==> src/rtl/input_layer_compute_if.sv <==
// Bus bundle for input_layer_compute.
// Groups the scheduler handshake, the three synchronous-read RAM ports (input, weight,
// bias) and the output buffer write port.
//   master : the compute block (drives enables, addresses, results, done/busy)
//   slave  : the environment (scheduler + RAMs + output buffer)
interface input_layer_compute_if #(
   parameter int unsigned DATA_W = 8,
   parameter int unsigned N_IN   = 16,
   parameter int unsigned N_OUT  = 8
);
   localparam int unsigned InAw  = (N_IN > 1) ? $clog2(N_IN) : 1;
   localparam int unsigned WAw   = (N_IN * N_OUT > 1) ? $clog2(N_IN * N_OUT) : 1;
   localparam int unsigned OutAw = (N_OUT > 1) ? $clog2(N_OUT) : 1;

   // Scheduler handshake
   logic                     input_compute_start;
   logic                     input_compute_done;
   logic                     busy;
   // Input RAM
   logic                     in_rd_en;
   logic [InAw-1:0]          in_addr;
   logic signed [DATA_W-1:0] in_data;
   // Weight RAM
   logic                     w_rd_en;
   logic [WAw-1:0]           w_addr;
   logic signed [DATA_W-1:0] w_data;
   // Bias RAM
   logic                     b_rd_en;
   logic [OutAw-1:0]         b_addr;
   logic signed [DATA_W-1:0] b_data;
   // Output buffer
   logic                     out_wr_en;
   logic [OutAw-1:0]         out_addr;
   logic signed [DATA_W-1:0] out_data;

   modport master (
      input  input_compute_start, in_data, w_data, b_data,
      output input_compute_done, busy,
      output in_rd_en, in_addr, w_rd_en, w_addr, b_rd_en, b_addr,
      output out_wr_en, out_addr, out_data
   );

   modport slave (
      output input_compute_start, in_data, w_data, b_data,
      input  input_compute_done, busy,
      input  in_rd_en, in_addr, w_rd_en, w_addr, b_rd_en, b_addr,
      input  out_wr_en, out_addr, out_data
   );
endinterface

==> src/rtl/input_layer_compute.sv <==
// Input (first fully-connected) layer of the DNN datapath.
// On a start request from the scheduler, for every output neuron j it computes
//   acc = (bias[j] << FRAC_BITS) + sum_i x[i] * w[j*N_IN + i]
// then rescales (acc >>> FRAC_BITS), applies optional ReLU, saturates to DATA_W and writes
// the result to the output buffer. A one-cycle done pulse follows the last write.
// Ports:
//   clk   : clock, all state on the rising edge
//   reset : asynchronous active-low reset
//   bus   : master side of input_layer_compute_if (handshake, RAM reads, output writes)
// All outputs are registered; they are computed from the next state so that each
// enable/address is valid in the same cycle as the state it belongs to.
module input_layer_compute #(
   parameter int unsigned DATA_W    = 8,
   parameter int unsigned N_IN      = 16,
   parameter int unsigned N_OUT     = 8,
   parameter int unsigned ACC_W     = 24,
   parameter int unsigned FRAC_BITS = 4,
   parameter bit          RELU      = 1'b1
) (
   input logic                   clk,
   input logic                   reset,
   input_layer_compute_if.master bus
);

   localparam int unsigned InAw  = (N_IN > 1) ? $clog2(N_IN) : 1;
   localparam int unsigned WAw   = (N_IN * N_OUT > 1) ? $clog2(N_IN * N_OUT) : 1;
   localparam int unsigned OutAw = (N_OUT > 1) ? $clog2(N_OUT) : 1;

   localparam logic [InAw-1:0]  LastI = InAw'(N_IN - 1);
   localparam logic [OutAw-1:0] LastJ = OutAw'(N_OUT - 1);

   localparam logic signed [ACC_W-1:0] SatMax = ACC_W'((2 ** (DATA_W - 1)) - 1);
   localparam logic signed [ACC_W-1:0] SatMin = ~SatMax;

   typedef enum logic [2:0] {
      StIdle,
      StBias,
      StMac,
      StDrain,
      StWrite,
      StDone
   } state_e;

   state_e state_q, state_d;

   logic [InAw-1:0]          i_q, i_d;
   logic [OutAw-1:0]         j_q, j_d;
   logic signed [ACC_W-1:0]  acc_q, acc_d;

   logic                     done_q, done_d;
   logic                     busy_q, busy_d;
   logic                     in_rd_en_q, in_rd_en_d;
   logic [InAw-1:0]          in_addr_q, in_addr_d;
   logic                     w_rd_en_q, w_rd_en_d;
   logic [WAw-1:0]           w_addr_q, w_addr_d;
   logic                     b_rd_en_q, b_rd_en_d;
   logic [OutAw-1:0]         b_addr_q, b_addr_d;
   logic                     out_wr_en_q, out_wr_en_d;
   logic [OutAw-1:0]         out_addr_q, out_addr_d;
   logic signed [DATA_W-1:0] out_data_q, out_data_d;

   logic signed [2*DATA_W-1:0] prod;
   logic signed [ACC_W-1:0]    prod_ext;
   logic signed [ACC_W-1:0]    bias_ext;

   // Full-precision product of the data returned for the previous cycle's read.
   assign prod     = bus.in_data * bus.w_data;
   assign prod_ext = ACC_W'(prod);
   assign bias_ext = ACC_W'(bus.b_data);

   // Rescale, optional ReLU, then saturate to the DATA_W range.
   function automatic logic signed [DATA_W-1:0] rescale(input logic signed [ACC_W-1:0] acc);
      logic signed [ACC_W-1:0] s;
      s = acc >>> FRAC_BITS;
      if (RELU && s[ACC_W-1]) begin
         return '0;
      end else if (s > SatMax) begin
         return SatMax[DATA_W-1:0];
      end else if (s < SatMin) begin
         return SatMin[DATA_W-1:0];
      end
      return s[DATA_W-1:0];
   endfunction

   // State and output registers
   always_ff @(posedge clk or negedge reset) begin
      if (!reset) begin
         state_q     <= StIdle;
         i_q         <= '0;
         j_q         <= '0;
         acc_q       <= '0;
         done_q      <= 1'b0;
         busy_q      <= 1'b0;
         in_rd_en_q  <= 1'b0;
         in_addr_q   <= '0;
         w_rd_en_q   <= 1'b0;
         w_addr_q    <= '0;
         b_rd_en_q   <= 1'b0;
         b_addr_q    <= '0;
         out_wr_en_q <= 1'b0;
         out_addr_q  <= '0;
         out_data_q  <= '0;
      end else begin
         state_q     <= state_d;
         i_q         <= i_d;
         j_q         <= j_d;
         acc_q       <= acc_d;
         done_q      <= done_d;
         busy_q      <= busy_d;
         in_rd_en_q  <= in_rd_en_d;
         in_addr_q   <= in_addr_d;
         w_rd_en_q   <= w_rd_en_d;
         w_addr_q    <= w_addr_d;
         b_rd_en_q   <= b_rd_en_d;
         b_addr_q    <= b_addr_d;
         out_wr_en_q <= out_wr_en_d;
         out_addr_q  <= out_addr_d;
         out_data_q  <= out_data_d;
      end
   end

   // Next-state logic
   always_comb begin
      state_d = state_q;
      case (state_q)
         StIdle:  if (bus.input_compute_start) state_d = StBias;
         StBias:  state_d = StMac;
         StMac:   if (i_q == LastI) state_d = StDrain;
         StDrain: state_d = StWrite;
         StWrite: state_d = (j_q == LastJ) ? StDone : StBias;
         StDone:  state_d = StIdle;
         default: state_d = StIdle;
      endcase
   end

   // Counters, accumulator and next values of the registered outputs
   always_comb begin
      i_d   = i_q;
      j_d   = j_q;
      acc_d = acc_q;

      case (state_q)
         StIdle: begin
            if (bus.input_compute_start) j_d = '0;
         end
         StBias: begin
            i_d = '0;
         end
         StMac: begin
            if (i_q != LastI) i_d = i_q + 1'b1;
            // The bias read issued in StBias returns during the first MAC cycle.
            if (i_q == '0) begin
               acc_d = bias_ext <<< FRAC_BITS;
            end else begin
               acc_d = acc_q + prod_ext;
            end
         end
         StDrain: begin
            acc_d = acc_q + prod_ext;
         end
         StWrite: begin
            if (j_q != LastJ) j_d = j_q + 1'b1;
         end
         default: ;
      endcase

      busy_d      = (state_d != StIdle);
      done_d      = (state_d == StDone);
      b_rd_en_d   = (state_d == StBias);
      in_rd_en_d  = (state_d == StMac);
      w_rd_en_d   = (state_d == StMac);
      out_wr_en_d = (state_d == StWrite);

      // Addresses and result hold their last value while not in use.
      b_addr_d   = b_rd_en_d ? j_d : b_addr_q;
      in_addr_d  = in_rd_en_d ? i_d : in_addr_q;
      w_addr_d   = w_rd_en_d ? (WAw'(j_d) * WAw'(N_IN) + WAw'(i_d)) : w_addr_q;
      out_addr_d = out_wr_en_d ? j_d : out_addr_q;
      out_data_d = out_wr_en_d ? rescale(acc_d) : out_data_q;
   end

   assign bus.input_compute_done = done_q;
   assign bus.busy               = busy_q;
   assign bus.in_rd_en           = in_rd_en_q;
   assign bus.in_addr            = in_addr_q;
   assign bus.w_rd_en            = w_rd_en_q;
   assign bus.w_addr             = w_addr_q;
   assign bus.b_rd_en            = b_rd_en_q;
   assign bus.b_addr             = b_addr_q;
   assign bus.out_wr_en          = out_wr_en_q;
   assign bus.out_addr           = out_addr_q;
   assign bus.out_data           = out_data_q;

endmodule

==> src/flat_wrapper.sv <==
// flat-port wrapper written by rule: the top's interface ports become plain ports
module input_layer_compute_flat 
#(
   parameter int unsigned DATA_W    = 8,
   parameter int unsigned N_IN      = 16,
   parameter int unsigned N_OUT     = 8,
   parameter int unsigned ACC_W     = 24,
   parameter int unsigned FRAC_BITS = 4,
   parameter bit          RELU      = 1'b1
)
  (clk, reset, bus_input_compute_start, bus_in_data, bus_w_data, bus_b_data, bus_input_compute_done, bus_busy, bus_in_rd_en, bus_in_addr, bus_w_rd_en, bus_w_addr, bus_b_rd_en, bus_b_addr, bus_out_wr_en, bus_out_addr, bus_out_data);
  input_layer_compute_if #(.DATA_W(DATA_W), .N_IN(N_IN), .N_OUT(N_OUT)) bus_i ();
  input logic clk;
  input logic reset;
  input wire logic [$bits(bus_i.input_compute_start)-1:0] bus_input_compute_start;
  input wire logic [$bits(bus_i.in_data)-1:0] bus_in_data;
  input wire logic [$bits(bus_i.w_data)-1:0] bus_w_data;
  input wire logic [$bits(bus_i.b_data)-1:0] bus_b_data;
  output wire logic [$bits(bus_i.input_compute_done)-1:0] bus_input_compute_done;
  output wire logic [$bits(bus_i.busy)-1:0] bus_busy;
  output wire logic [$bits(bus_i.in_rd_en)-1:0] bus_in_rd_en;
  output wire logic [$bits(bus_i.in_addr)-1:0] bus_in_addr;
  output wire logic [$bits(bus_i.w_rd_en)-1:0] bus_w_rd_en;
  output wire logic [$bits(bus_i.w_addr)-1:0] bus_w_addr;
  output wire logic [$bits(bus_i.b_rd_en)-1:0] bus_b_rd_en;
  output wire logic [$bits(bus_i.b_addr)-1:0] bus_b_addr;
  output wire logic [$bits(bus_i.out_wr_en)-1:0] bus_out_wr_en;
  output wire logic [$bits(bus_i.out_addr)-1:0] bus_out_addr;
  output wire logic [$bits(bus_i.out_data)-1:0] bus_out_data;
  assign bus_i.input_compute_start = bus_input_compute_start;
  assign bus_i.in_data = bus_in_data;
  assign bus_i.w_data = bus_w_data;
  assign bus_i.b_data = bus_b_data;
  assign bus_input_compute_done = bus_i.input_compute_done;
  assign bus_busy = bus_i.busy;
  assign bus_in_rd_en = bus_i.in_rd_en;
  assign bus_in_addr = bus_i.in_addr;
  assign bus_w_rd_en = bus_i.w_rd_en;
  assign bus_w_addr = bus_i.w_addr;
  assign bus_b_rd_en = bus_i.b_rd_en;
  assign bus_b_addr = bus_i.b_addr;
  assign bus_out_wr_en = bus_i.out_wr_en;
  assign bus_out_addr = bus_i.out_addr;
  assign bus_out_data = bus_i.out_data;
  input_layer_compute #(.DATA_W(DATA_W), .N_IN(N_IN), .N_OUT(N_OUT), .ACC_W(ACC_W), .FRAC_BITS(FRAC_BITS), .RELU(RELU)) u_core (.clk(clk), .reset(reset), .bus(bus_i));
endmodule
==> config.mk <==
export PLATFORM = sky130hd
export DESIGN_NAME = input_layer_compute_flat
export DESIGN_NICKNAME = d
export VERILOG_FILES = /design/src/rtl/input_layer_compute_if.sv /design/src/rtl/input_layer_compute.sv /design/src/flat_wrapper.sv
export SDC_FILE = /design/constraint.sdc
export NUM_CORES = 1
export LEC_CHECK = 0
export BUFFER_PORTS_ARGS = -buffer_cell sky130_fd_sc_hd__clkbuf_2
export CAP_MARGIN = 5
export CORE_ASPECT_RATIO = 1.75
export CORE_UTILIZATION = 35
export DETAILED_ROUTE_END_ITERATION = 10
export SYNTH_ARGS = -nofsm -noshare
export SYNTH_HDL_FRONTEND = slang
export SYNTH_SLANG_ARGS = --single-unit
==> constraint.sdc <==
create_clock -name clk -period 5.2 [get_ports clk]
set_clock_uncertainty 0.1 [all_clocks]
set_input_delay 1.04 -clock clk [delete_from_list [all_inputs] [get_ports clk]]
set_output_delay 1.04 -clock clk [all_outputs]
set_load 0.02 [all_outputs]
## After elaboration in Yosys (flattened, before gate mapping)

Index checks and enable logic that the tools add are counted.

| operators by class | value |
|---|---|
| add/subtract/negate cells | 4 |
| multipliers | 1 |
| order comparisons | 2 |
| equality and inequality tests | 12 |
| muxes and demuxes | 18 |
| reduce and logical (&&, ||, !) cells | 4 |

Operators by type and width:

| cell | number |
|---|---|
| $pmux W24 S2 | 1 |
| $mux W8 | 4 |
| $add A24 B16 Y24 | 1 |
| $mux W24 | 1 |
| $gt A20 B8 Y1 const B | 1 |
| $lt A20 B8 Y1 const B | 1 |
| $mul A8 B8 Y16 | 1 |
| $mux W3 | 5 |
| $pmux W3 S5 | 1 |
| $eq A3 B3 Y1 const B | 4 |
| $eq A3 B2 Y1 const B | 3 |
| $pmux W4 S2 | 1 |
| $add A7 B4 Y7 | 1 |
| $eq A3 B1 Y1 const B | 2 |
| $pmux W3 S2 | 1 |
| $add A4 B1 Y4 const B | 1 |
| $eq A4 B4 Y1 const B | 1 |
| $logic_not A4 Y1 | 1 |
| $mux W4 | 1 |
| $ne A4 B4 Y1 const B | 1 |
| $add A3 B1 Y3 const B | 1 |
| $logic_not A3 Y1 | 1 |
| $mux W1 | 3 |
| $ne A3 B3 Y1 const B | 1 |
| 2 further kinds | 2 |

| storage, ports and cells | value |
|---|---|
| register bits after elaboration | 64 |
| bits of input ports | 27 |
| output and inout bits | 31 |
| word-level logic and storage cells | 56 |

## Longest topological paths before layout

Gate-level depths: netlist (run 1).

| depth | value |
|---|---|
| depth after elaboration | 9 |
| mapped depth | 23 |
| depth with buffers taken out | 22 |

## Least setup slack after synthesis (run 1)

No wires, ideal clock.

| path | value |
|---|---|
| path kind | input to register |
| start | in bus_w_data[1] |
| end | reg u_core.out_data_q[0], in the netlist u_core.bus.out_data[0] |
| data arrival time | 6.926 ns |
| required time | 4.960 ns |
| path slack | -1.966 ns |
| stages | 18 |
| path buffers | 1 |
| cells stage by stage | clkbuf_1 -> and2_1 -> fa_1 -> fa_1 -> fa_1 -> fa_1 -> ha_1 -> ha_1 -> and2_1 -> nand3_1 -> a21oi_1 -> o21a_1 -> o21ai_0 -> a22o_1 -> or4b_1 -> or4_4 -> nor4_4 -> a211oi_1 |

| on the way | value |
|---|---|
| cells in the longest elaborated chain, start to end | 9 |
| elaborated cells on any way between the ends | 12 |
| classes of those cells | add/sub (1); mul (1); order compare (2); mux (8) |

RTL lines:

| item | line | RTL |
|---|---|---|
| from (decl) | flat_wrapper.sv:17 | `input wire logic [$bits(bus_i.w_data)-1:0] bus_w_data;` |
| $mul A8 B8 Y16 * | input_layer_compute.sv:67 | `assign prod = bus.in_data * bus.w_data;` |
| $add A24 B16 Y24 * | input_layer_compute.sv:155, input_layer_compute.sv:159 |  |
| $mux W24 | input_layer_compute.sv:152 | `if (i_q == '0) begin` |
| $pmux W24 S2 * | input_layer_compute.sv:142 | `case (state_q)` |
| via u_core.acc_d[13] | input_layer_compute.sv:48 | `logic signed [ACC_W-1:0] acc_q, acc_d;` |
| $lt A20 B8 Y1 | input_layer_compute.sv:79 | `end else if (s < SatMin) begin` |
| $mux W1 | input_layer_compute.sv:79 |  |
| $mux W1 | input_layer_compute.sv:77 | `end else if (s > SatMax) begin` |
| $mux W1 | input_layer_compute.sv:75 | `if (RELU && s[ACC_W-1]) begin` |
| $mux W8 * | input_layer_compute.sv:82 | `return s[DATA_W-1:0];` |
| to (signal assigned) | input_layer_compute.sv:118 | `out_data_q <= out_data_d;` |
| to (decl) | input_layer_compute.sv:60 | `logic signed [DATA_W-1:0] out_data_q, out_data_d;` |

The timed path passes the listed nets; every way through them passes the cells marked *.
A chain may end at the register's enable or synchronous reset.

## Worst setup path after layout (run 1)

| path | value |
|---|---|
| start | in bus_in_data[7] |
| end | reg u_core.out_data_q[3], in the netlist u_core.bus.out_data[3] |

| on the way | value |
|---|---|
| cells in the longest elaborated chain, start to end | 9 |
| elaborated cells on any way between the ends | 12 |
| classes of those cells | add/sub (1); mul (1); order compare (2); mux (8) |

RTL lines:

| item | line | RTL |
|---|---|---|
| from (decl) | flat_wrapper.sv:16 | `input wire logic [$bits(bus_i.in_data)-1:0] bus_in_data;` |
| $mul A8 B8 Y16 * | input_layer_compute.sv:67 |  |
| $add A24 B16 Y24 * | input_layer_compute.sv:155, input_layer_compute.sv:159 |  |
| $mux W24 | input_layer_compute.sv:152 |  |
| $pmux W24 S2 * | input_layer_compute.sv:142 |  |
| $lt A20 B8 Y1 | input_layer_compute.sv:79 |  |
| $mux W1 | input_layer_compute.sv:79 |  |
| $mux W1 | input_layer_compute.sv:77 |  |
| $mux W1 | input_layer_compute.sv:75 |  |
| $mux W8 * | input_layer_compute.sv:82 |  |

Every way passes the cells marked *; elsewhere a longest branch is shown, timed or not.

==> results.sh, run 1 <==
export IMPL_syn_area_um2=6750
export IMPL_ys_types=64
export IMPL_core_um2=18700
export IMPL_grt_max_degree=58
export IMPL_grt_overflow=0
export IMPL_grt_pass1_vias=5797
export IMPL_cap_viol_max_count=0
export IMPL_hp_class="reg2reg"
export IMPL_dieArea_um2=19900
export IMPL_setup_viol=15
export IMPL_dp_hpwl_um=13500
export IMPL_grt_pass1_wl_um=28100
export IMPL_fin_crit_ns=6.44
export IMPL_cts_htree_levels=3
export IMPL_nNetsFinal=1007
export IMPL_antenna_found_initial=0
export IMPL_cts_sinks=60
export IMPL_tritoncts="yes"
export IMPL_port_buffer_count=57
export IMPL_start_util=0.360
export IMPL_synth_seq_cells=60
export IMPL_clk_pin_slew_ns=0.05
export IMPL_cts_buffer_depth=2
export IMPL_drive_gt1_frac=0.322
export IMPL_synth_ff_type="dfrtp_1"
export IMPL_slew_viol_final=0
export IMPL_drtIter0Drc=184
export IMPL_die_w_um=107
export IMPL_fillerInstances=1717
export IMPL_rsz0062_at_grt="true"
export IMPL_num_vias=5181
export IMPL_cts_root_buffer="clkbuf_16"
export IMPL_cp_data_required_time_ns=5.29
export IMPL_wl_um=16500
export IMPL_dp_slack_ns=-1.67
export IMPL_fin_crit_sh=1.24
export IMPL_status="complete, but fails checks"
export IMPL_crit_fanout=8
export IMPL_synth_fp_nets=865
export IMPL_cts_buffers=9
export IMPL_async_flop_share=1.00
export IMPL_slew_headroom=0.503
export IMPL_die_h_um=186
export IMPL_final_cell_mix="inv_1, fa_1, buf_4"
export IMPL_routedWlPerCell_um=15.6
export IMPL_drcViolationCount=0
export IMPL_top_level_ports=58
export IMPL_setup_ws_ns=-1.24
export IMPL_area_growth_pct=33.9
export IMPL_start_kind="input pin"
export IMPL_final_common_cell="inv_1"
export IMPL_first_pass_iters=4
export IMPL_layout_cells_non_filler=1062
export IMPL_end_kind="register"
export IMPL_hold_viol=0
export IMPL_tightest_slew_ns=0.743
export IMPL_syn_avg_cell_area_um2=9.97
export IMPL_placementRows=66
export IMPL_fmax_ghz=0.155
export IMPL_antenna_left=0
export IMPL_synthCells=677
export IMPL_synth_edf_count=0
export IMPL_gp_congestion=0.852
export IMPL_violations="setup timing"
export IMPL_yosysSeqAreaShare=0.222
export IMPL_antennaDiodeCount=0
export IMPL_vias_per_cell=4.88
export IMPL_ctsHoldBuffers=0
export IMPL_worstSetupPathType="in2reg"
export IMPL_cp_arrival_ns=6.53
export IMPL_worstSkewPairLatency_ns=0.32
export IMPL_track_usage=0.182
export IMPL_dpl_cell_count=1034
export IMPL_synth_warnings=0
## synthesized netlist by cell type (2+ instances only)
cell      instances  area [um^2]
a211oi_1          7         52.6
a21boi_1          2         15.0
a21o_1           11         82.6
a21oi_1          35          175
a21oi_2           2         17.5
a221o_2           2         22.5
a22o_1            3         26.3
a22oi_1           2         15.0
a31oi_1           4         25.0
and2_1           38          238
and3_1            6         37.5
buf_1             2         7.51
buf_2             3         15.0
buf_4             5         37.5
clkbuf_1          9         33.8
clkinv_1          2         7.51
dfrtp_1          60         1500
fa_1            104         2080
ha_1             57          713
inv_1           114          428
nand2_1          59          221
nand2b_1          4         25.0
nand3_1           9         45.0
nand4_1           2         12.5
nor2_1           39          146
nor2_2            2         12.5
nor3_1            5         25.0
o21a_1            8         60.1
o21ai_0          18         90.1
o21ai_1           3         15.0
o21ai_2           2         17.5
o21bai_1          2         15.0
o31ai_1           3         22.5
xnor2_1          16          140
xor2_1            8         70.1
## sequential cells by signal, indices dropped and copies added (netlist names)
register / flops
u_core.bus.b_addr: 3
u_core.bus.busy: 1
u_core.bus.out_wr_en: 1
u_core.acc_q: 24
u_core.bus.out_addr: 3
u_core.i_q: 4
u_core.bus.out_data: 8
u_core.bus.b_rd_en: 1
u_core.bus.w_addr: 7
u_core.bus.in_rd_en: 1
u_core.state_q: 3
u_core.j_q: 3
u_core.bus.input_compute_done: 1
## cell families after synthesis
group	count (synthesis)	share of synthesized area
AOI/OAI and AO/OA	118	0.116
and+or+nand+nor	177	0.134
muxes	2	0.00315
xor gates and xnor gates	24	0.0311
DFF	60	0.222
adders and majority gates	161	0.414
buffers and inverters	135	0.0784
## final timing paths
| check | end | from | depth (start not counted) | slack, ns |
|---|---|---|---|---|
| worst max-delay path | u_core.bus.out_data[3] | bus_in_data[7] | 21 | -1.24 |
| worst min-delay path | u_core.bus.w_addr[4] | u_core.bus.w_addr[4] | 2 | 0.38 |
| worst max register to register | u_core.bus.out_data[3] | u_core.acc_q[6] | 21 | -0.65 |
| worst min register to register | u_core.bus.w_addr[4] | u_core.bus.w_addr[4] | 2 | 0.38 |
| max in group asynchronous | u_core.acc_q[6] | reset | 2 | 3.66 |
| min in group asynchronous | u_core.acc_q[1] | reset | 1 | 0.41 |
## metal layers
| metal | routed length, um | global-route usage | up-vias |
|---|---|---|---|
| met5 | 0 | 0 | - |
| met4 | 608 | 0.0712 | 0 |
| met3 | 380 | 0.0228 | 30 |
| met2 | 9480 | 0.356 | 79 |
| met1 | 6060 | 0.192 | 2612 |
| li1 | - | - | 2460 |
## what timing repair did
item	in CTS	in global routing
resized for setup	68	58
buffers inserted	13	9
cloned	0	0
endpoints found under the setup margin	20	22
pin swaps	33	29
## stage by stage
stage               area, um^2  hold slack [ns]  utilization  setup TNS, ns
finish                    9040            0.380        0.482         -11.96
global route              9040            0.391        0.482         -15.04
CTS                       8780            0.382        0.468         -12.71
detailed placement        8000            0.369        0.427         -21.03
global placement          8000            0.363        0.427         -20.36
floorplan                 6900            0.345            -         -11.67
## cell type report
cell class | instances | area [um^2] | share of cell area
clock buffers | 11 | 243 | 0.0269
clock inverters | 5 | 75.1 | 0.00830
well taps | 238 | 298 | 0.0329
repair buffers | 150 | 1200 | 0.132
multi-input cells | 482 | 5290 | 0.585
flip-flops and latches | 60 | 1500 | 0.166
inverters | 116 | 440 | 0.0487
## critical path, stage by stage
cell	delay [ns]
clkbuf_16	0.13
and2_4	0.15
inv_2	0.03
fa_1	0.49
inv_1	0.05
fa_1	0.46
fa_1	0.52
fa_1	0.57
fa_1	0.46
ha_4	0.30
o211a_1	0.17
o31ai_4	0.09
a21oi_2	0.20
nor2_2	0.08
xnor2_2	0.15
a2111oi_2	0.27
or4b_4	0.49
or4_4	0.44
nor4_4	0.16
buf_6	0.16
a211oi_1	0.08
Power of run 1 is not shown: default switching activity piles up to over one toggle a cycle in this logic, so the estimate is an artifact.
==> run 2, diff against run 1 <==
--- a/config.mk
+++ b/config.mk
@@ -10,6 +10,7 @@
 export CORE_ASPECT_RATIO = 1.75
 export CORE_UTILIZATION = 35
 export DETAILED_ROUTE_END_ITERATION = 10
+export REMOVE_ABC_BUFFERS = 1
 export SYNTH_ARGS = -nofsm -noshare
 export SYNTH_HDL_FRONTEND = slang
 export SYNTH_SLANG_ARGS = --single-unit
==> run 2 against run 1 <==
Effect of this change: the flow still finishes with violations (setup timing); core utilization decreased by 0.16 points; worst hold slack got worse by 0.00074 ns; die area unchanged; cell count increased by 0.66%; register-to-register slack got worse by 0.09 ns; setup slack improved by 0.021 ns; critical endpoint is now u_core.bus.out_data[1].
==> results.sh, run 2 (synthesis gave the netlist of run 1 again) <==
export IMPL_cpMaxStageDelayCell="or4b_1"
export IMPL_final_cell_mix="inv_1, fa_1, buf_4"
export IMPL_antennaDiodeCount=0
export IMPL_nNetsFinal=1016
export IMPL_vias_per_cell=4.97
export IMPL_slew_headroom=0.286
export IMPL_drtIter0Drc=190
export IMPL_clk_pin_slew_ns=0.05
export IMPL_grt_overflow=0
export IMPL_drive_gt1_frac=0.326
export IMPL_worstSkewPairLatency_ns=0.33
export IMPL_cts_root_buffer="clkbuf_16"
export IMPL_register_area_um2=1500
export IMPL_setup_ws_ns=-1.22
export IMPL_cts_sinks=60
export IMPL_area_growth_pct=33.5
export IMPL_cts_buffers=9
export IMPL_start_kind="input pin"
export IMPL_slew_viol_final=0
export IMPL_cts_htree_levels=3
export IMPL_rsz0062_at_grt="true"
export IMPL_end_kind="register"
export IMPL_tritoncts="yes"
export IMPL_cap_viol_max_count=0
export IMPL_ctsHoldBuffers=0
export IMPL_drcViolationCount=0
export IMPL_violations="setup timing"
export IMPL_worstSetupPathType="in2reg"
export IMPL_grt_pass1_vias=5807
export IMPL_start_util=0.360
export IMPL_dp_hpwl_um=13800
export IMPL_first_pass_iters=4
export IMPL_min_path_cells=2
export IMPL_track_usage=0.184
export IMPL_r2r_cells=21
export IMPL_gp_congestion=0.863
export IMPL_status="complete, but fails checks"
export IMPL_port_buffer_count=57
export IMPL_largest_register_ff_count=24
export IMPL_cp_arrival_ns=6.52
export IMPL_dieArea_um2=19900
export IMPL_top_level_ports=58
export IMPL_cpPeakStageDelay_ns=0.55
export IMPL_fin_crit_sh=1.23
export IMPL_core_um2=18700
export IMPL_grt_max_degree=36
export IMPL_cp_data_required_time_ns=5.30
export IMPL_crit_buf_inv=4
export IMPL_die_w_um=107
export IMPL_crit_path_frequent_cell="fa_1"
export IMPL_multi_input_area_um2=5300
export IMPL_crit_cells=21
export IMPL_routedWlPerCell_um=15.7
export IMPL_dp_slack_ns=-1.86
export IMPL_fmax_ghz=0.156
export IMPL_cts_buffer_depth=2
export IMPL_placementRows=66
export IMPL_crit_fanout=7
export IMPL_grt_pass1_wl_um=28200
export IMPL_num_vias=5310
export IMPL_hold_viol=0
export IMPL_antenna_found_initial=0
export IMPL_hp_class="reg2reg"
export IMPL_final_common_cell="inv_1"
export IMPL_antenna_left=0
export IMPL_hold_slack_ns=0.379
export IMPL_fin_crit_ns=6.42
export IMPL_fillerInstances=1700
export IMPL_die_h_um=186
export IMPL_top_register="u_core.acc_q"
export IMPL_wl_um=16800
export IMPL_tightest_slew_ns=1.07
export IMPL_crit_chain="clkbuf_16 > and2_4 > inv_2 > fa_1 > inv_2 > fa_1 > fa_1 > fa_1 > fa_1 > ha_4 > a21o_1 > a21oi_4 > and2_4 > o311ai_4 > xnor2_1 > a21oi_1 > or4b_1 > or4_4 > nor4_4 > buf_6 > a211oi_1"
export IMPL_setup_viol=16
export IMPL_path_delay_family="adder cells"
## run 2: cell count changes in the layout (fill, tap and decap cells not counted), sizes merged
cell    previous run  this run
buf               95       113
bufinv             2         0
clkbuf            66        58
inv              115       114
## run 2: cell type report
class	instances	area share
clock inverter	2	0.00111
sequential	60	0.167
clock buffer	12	0.0296
tap	238	0.0331
inverter	116	0.0485
timing repair buffer	159	0.133
multi-input combinational	482	0.588
## run 2: worst register-to-register path: cells and delay by family, from the launching register on
| family | cells | cell delay [ns] |
|---|---|---|
| fa+ha+maj | 6 | 2.64 |
| simple gates | 5 | 1.48 |
| compound gates | 4 | 0.73 |
| buf+inv | 5 | 0.42 |
| flops | 1 | 0.36 |
| xor+xnor | 1 | 0.10 |
## run 2: repair_timing
action                     CTS  global route
buffers inserted             8             9
gates resized for setup     71            83
setup endpoints to repair   21            19
pin swaps                   47            47
## run 2: per-stage QoR
stage / instances / area (um^2) / util / TNS (ns)
2_1_floorplan: 658 / 6660 / - / -24.18
3_3_place_gp: 1040 / 7910 / 0.422 / -22.69
3_5_place_dp: 1040 / 7910 / 0.422 / -23.85
4_1_cts: 1061 / 8600 / 0.459 / -11.73
5_1_grt: 1069 / 9010 / 0.481 / -14.41
6_report: 1069 / 9010 / 0.481 / -11.47
## run 2: path summary, 6_finish.rpt
check,endpoint,from,slack (ns)
worst max-delay path,u_core.bus.out_data[1],bus_in_data[7],-1.22
min in group asynchronous,u_core.acc_q[1],reset,0.74
max in group asynchronous,u_core.acc_q[10],reset,3.37
worst min register to register,u_core.acc_q[0],u_core.acc_q[0],0.38
worst max register to register,u_core.bus.out_data[1],u_core.acc_q[6],-0.74
worst min-delay path,u_core.acc_q[0],u_core.acc_q[0],0.38
## run 2: per-layer routing
layer	share of wire	GRT usage	vias to the layer above	routed length, um
met5	0	0	-	0
met4	0.047	0.0778	0	782
met3	0.032	0.0329	46	530
met2	0.57	0.357	103	9620
met1	0.35	0.188	2689	5840
li1	-	-	2472	-
Power of run 2 is left out for the same reason.
==> run 3, diff against run 2 <==
--- a/config.mk
+++ b/config.mk
@@ -9,7 +9,9 @@
 export CAP_MARGIN = 5
 export CORE_ASPECT_RATIO = 1.75
 export CORE_UTILIZATION = 35
+export CTS_CLUSTER_SIZE = 12
 export DETAILED_ROUTE_END_ITERATION = 10
+export MAX_ROUTING_LAYER = met4
 export REMOVE_ABC_BUFFERS = 1
 export SYNTH_ARGS = -nofsm -noshare
 export SYNTH_HDL_FRONTEND = slang
==> run 3 against run 2 <==
Effect of this change: the run still ends with setup timing left; fmax about the same; critical path depth is the same; cell area about the same; via count is 0.41% lower; core utilization is essentially flat; cell count unchanged; setup slack better by 0.0038 ns; non-clock buffer count did not move; sequential share of layout area about the same.
==> results.sh, run 3 (synthesis gave the netlist of run 1 again) <==
export IMPL_hp_class="reg2reg"
export IMPL_tightest_slew_ns=1.04
export IMPL_wl_um=16700
export IMPL_placementRows=66
export IMPL_drt_met1_wl_um=5870
export IMPL_crit_fanout=7
export IMPL_drtIter0Drc=203
export IMPL_antennaDiodeCount=0
export IMPL_gp_congestion=0.878
export IMPL_fillerInstances=1700
export IMPL_die_w_um=107
export IMPL_fin_crit_sh=1.23
export IMPL_top_layer="met4"
export IMPL_postLayoutCoreUtil=0.481
export IMPL_port_buffer_count=57
export IMPL_num_vias=5288
export IMPL_register_area_um2=1500
export IMPL_hold_viol=0
export IMPL_fin_crit_ns=6.42
export IMPL_slew_viol_final=0
export IMPL_area_growth_pct=33.4
export IMPL_antenna_left=0
export IMPL_dp_hpwl_um=13800
export IMPL_wl_met3_um=494
export IMPL_final_common_cell="inv_1"
export IMPL_tritoncts="yes"
export IMPL_dieArea_um2=19900
export IMPL_setup_viol=16
export IMPL_holdPathEnd="u_core.acc_q[0]"
export IMPL_min_path_cells=2
export IMPL_grt_pass1_wl_um=28200
export IMPL_drcViolationCount=0
export IMPL_wl_met2_um=9560
export IMPL_cts_htree_levels=3
export IMPL_cts_root_buffer="clkbuf_16"
export IMPL_multi_input_area_um2=5300
export IMPL_cap_viol_max_count=0
export IMPL_grt_overflow=0
export IMPL_largest_register_ff_count=24
export IMPL_slew_headroom=0.306
export IMPL_worstSkewPairLatency_ns=0.33
export IMPL_start_util=0.360
export IMPL_routedWlPerCell_um=15.7
export IMPL_violations="setup timing"
export IMPL_layout_cells_non_filler=1069
export IMPL_hp_start="u_core.acc_q[0]"
export IMPL_top_level_ports=58
export IMPL_final_cell_mix="inv_1, fa_1, buf_4"
export IMPL_end_kind="register"
export IMPL_status="complete, but fails checks"
export IMPL_drive_gt1_frac=0.325
export IMPL_cp_arrival_ns=6.52
export IMPL_antenna_found_initial=0
export IMPL_postPlaceCellArea_um2=7910
export IMPL_fmax_ghz=0.156
export IMPL_first_pass_iters=4
export IMPL_start_kind="input pin"
export IMPL_rrSetupSlack_ns=-0.74
export IMPL_r2r_start="u_core.acc_q[6]"
export IMPL_core_um2=18700
export IMPL_top_register="u_core.acc_q"
export IMPL_clk_pin_slew_ns=0.05
export IMPL_worstSetupPathType="in2reg"
export IMPL_ctsHoldBuffers=0
export IMPL_cts_buffer_depth=2
export IMPL_cts_buffers=9
export IMPL_vias_per_cell=4.95
export IMPL_setup_ws_ns=-1.22
export IMPL_grt_pass1_vias=5812
export IMPL_die_h_um=186
export IMPL_r2r_cells=21
export IMPL_r2r_end="u_core.bus.out_data[1]"
export IMPL_grt_max_degree=36
export IMPL_finish_instance_area_um2=9010
export IMPL_track_usage=0.189
export IMPL_cp_data_required_time_ns=5.30
export IMPL_rsz0062_at_grt="true"
export IMPL_cts_sinks=60
export IMPL_dpl_cell_count=1040
export IMPL_nNetsFinal=1016
run 3: layout make-up:
type | instances | share of cell area
Multi-Input combinational cell | 482 | 0.588
Sequential cell | 60 | 0.167
Timing Repair Buffer | 159 | 0.133
Inverter | 116 | 0.0485
Tap cell | 238 | 0.0331
Clock buffer | 12 | 0.0296
Clock inverter | 2 | 0.00111
run 3: per-layer routing:
metal	vias to the layer above	track usage
met5	-	-
met4	0	0.0811
met3	47	0.0287
li1	2474	-
met1	2673	0.189
met2	94	0.358
run 3: critical path, stage by stage:
cell	delay (ns)
clkbuf_16	0.12
and2_4	0.15
inv_2	0.04
fa_1	0.51
inv_2	0.04
fa_1	0.45
fa_1	0.53
fa_1	0.44
fa_1	0.51
ha_4	0.31
a21o_1	0.16
a21oi_4	0.08
and2_4	0.17
o311ai_4	0.23
xnor2_1	0.15
a21oi_1	0.10
or4b_1	0.55
or4_4	0.44
nor4_4	0.23
buf_6	0.16
a211oi_1	0.08
run 3: timing repair:
item / CTS / global route
setup buffers: 8 / 9
endpoints found under the hold margin: 0 / 0
resized for setup: 71 / 82
setup endpoints to repair: 21 / 20
pin swaps: 47 / 43
run 3: stage by stage:
| step | hold WS [ns] | TNS (ns) | setup WS [ns] |
|---|---|---|---|
| floorplan | 0.345 | -24.18 | -1.94 |
| global placement | 0.360 | -22.69 | -1.78 |
| detailed placement | 0.369 | -23.85 | -1.86 |
| CTS | 0.379 | -11.73 | -1.25 |
| global route | 0.395 | -14.46 | -1.44 |
| finish | 0.377 | -11.39 | -1.22 |
run 3: worst max-delay path by stage:
stage              startpoint                endpoint  slack (ns)  cells after the start
6_report       bus_in_data[7]  u_core.bus.out_data[1]       -1.22                     21
2_1_floorplan   bus_w_data[0]  u_core.bus.out_data[0]       -1.94                     19
3_3_place_gp   bus_in_data[7]  u_core.bus.out_data[0]       -1.78                     21
4_1_cts        bus_in_data[7]  u_core.bus.out_data[1]       -1.25                     21
5_1_grt        bus_in_data[7]  u_core.bus.out_data[1]       -1.44                     21
3_5_place_dp   bus_in_data[0]  u_core.bus.out_data[1]       -1.86                     20
Power of run 3 is left out for the same reason.
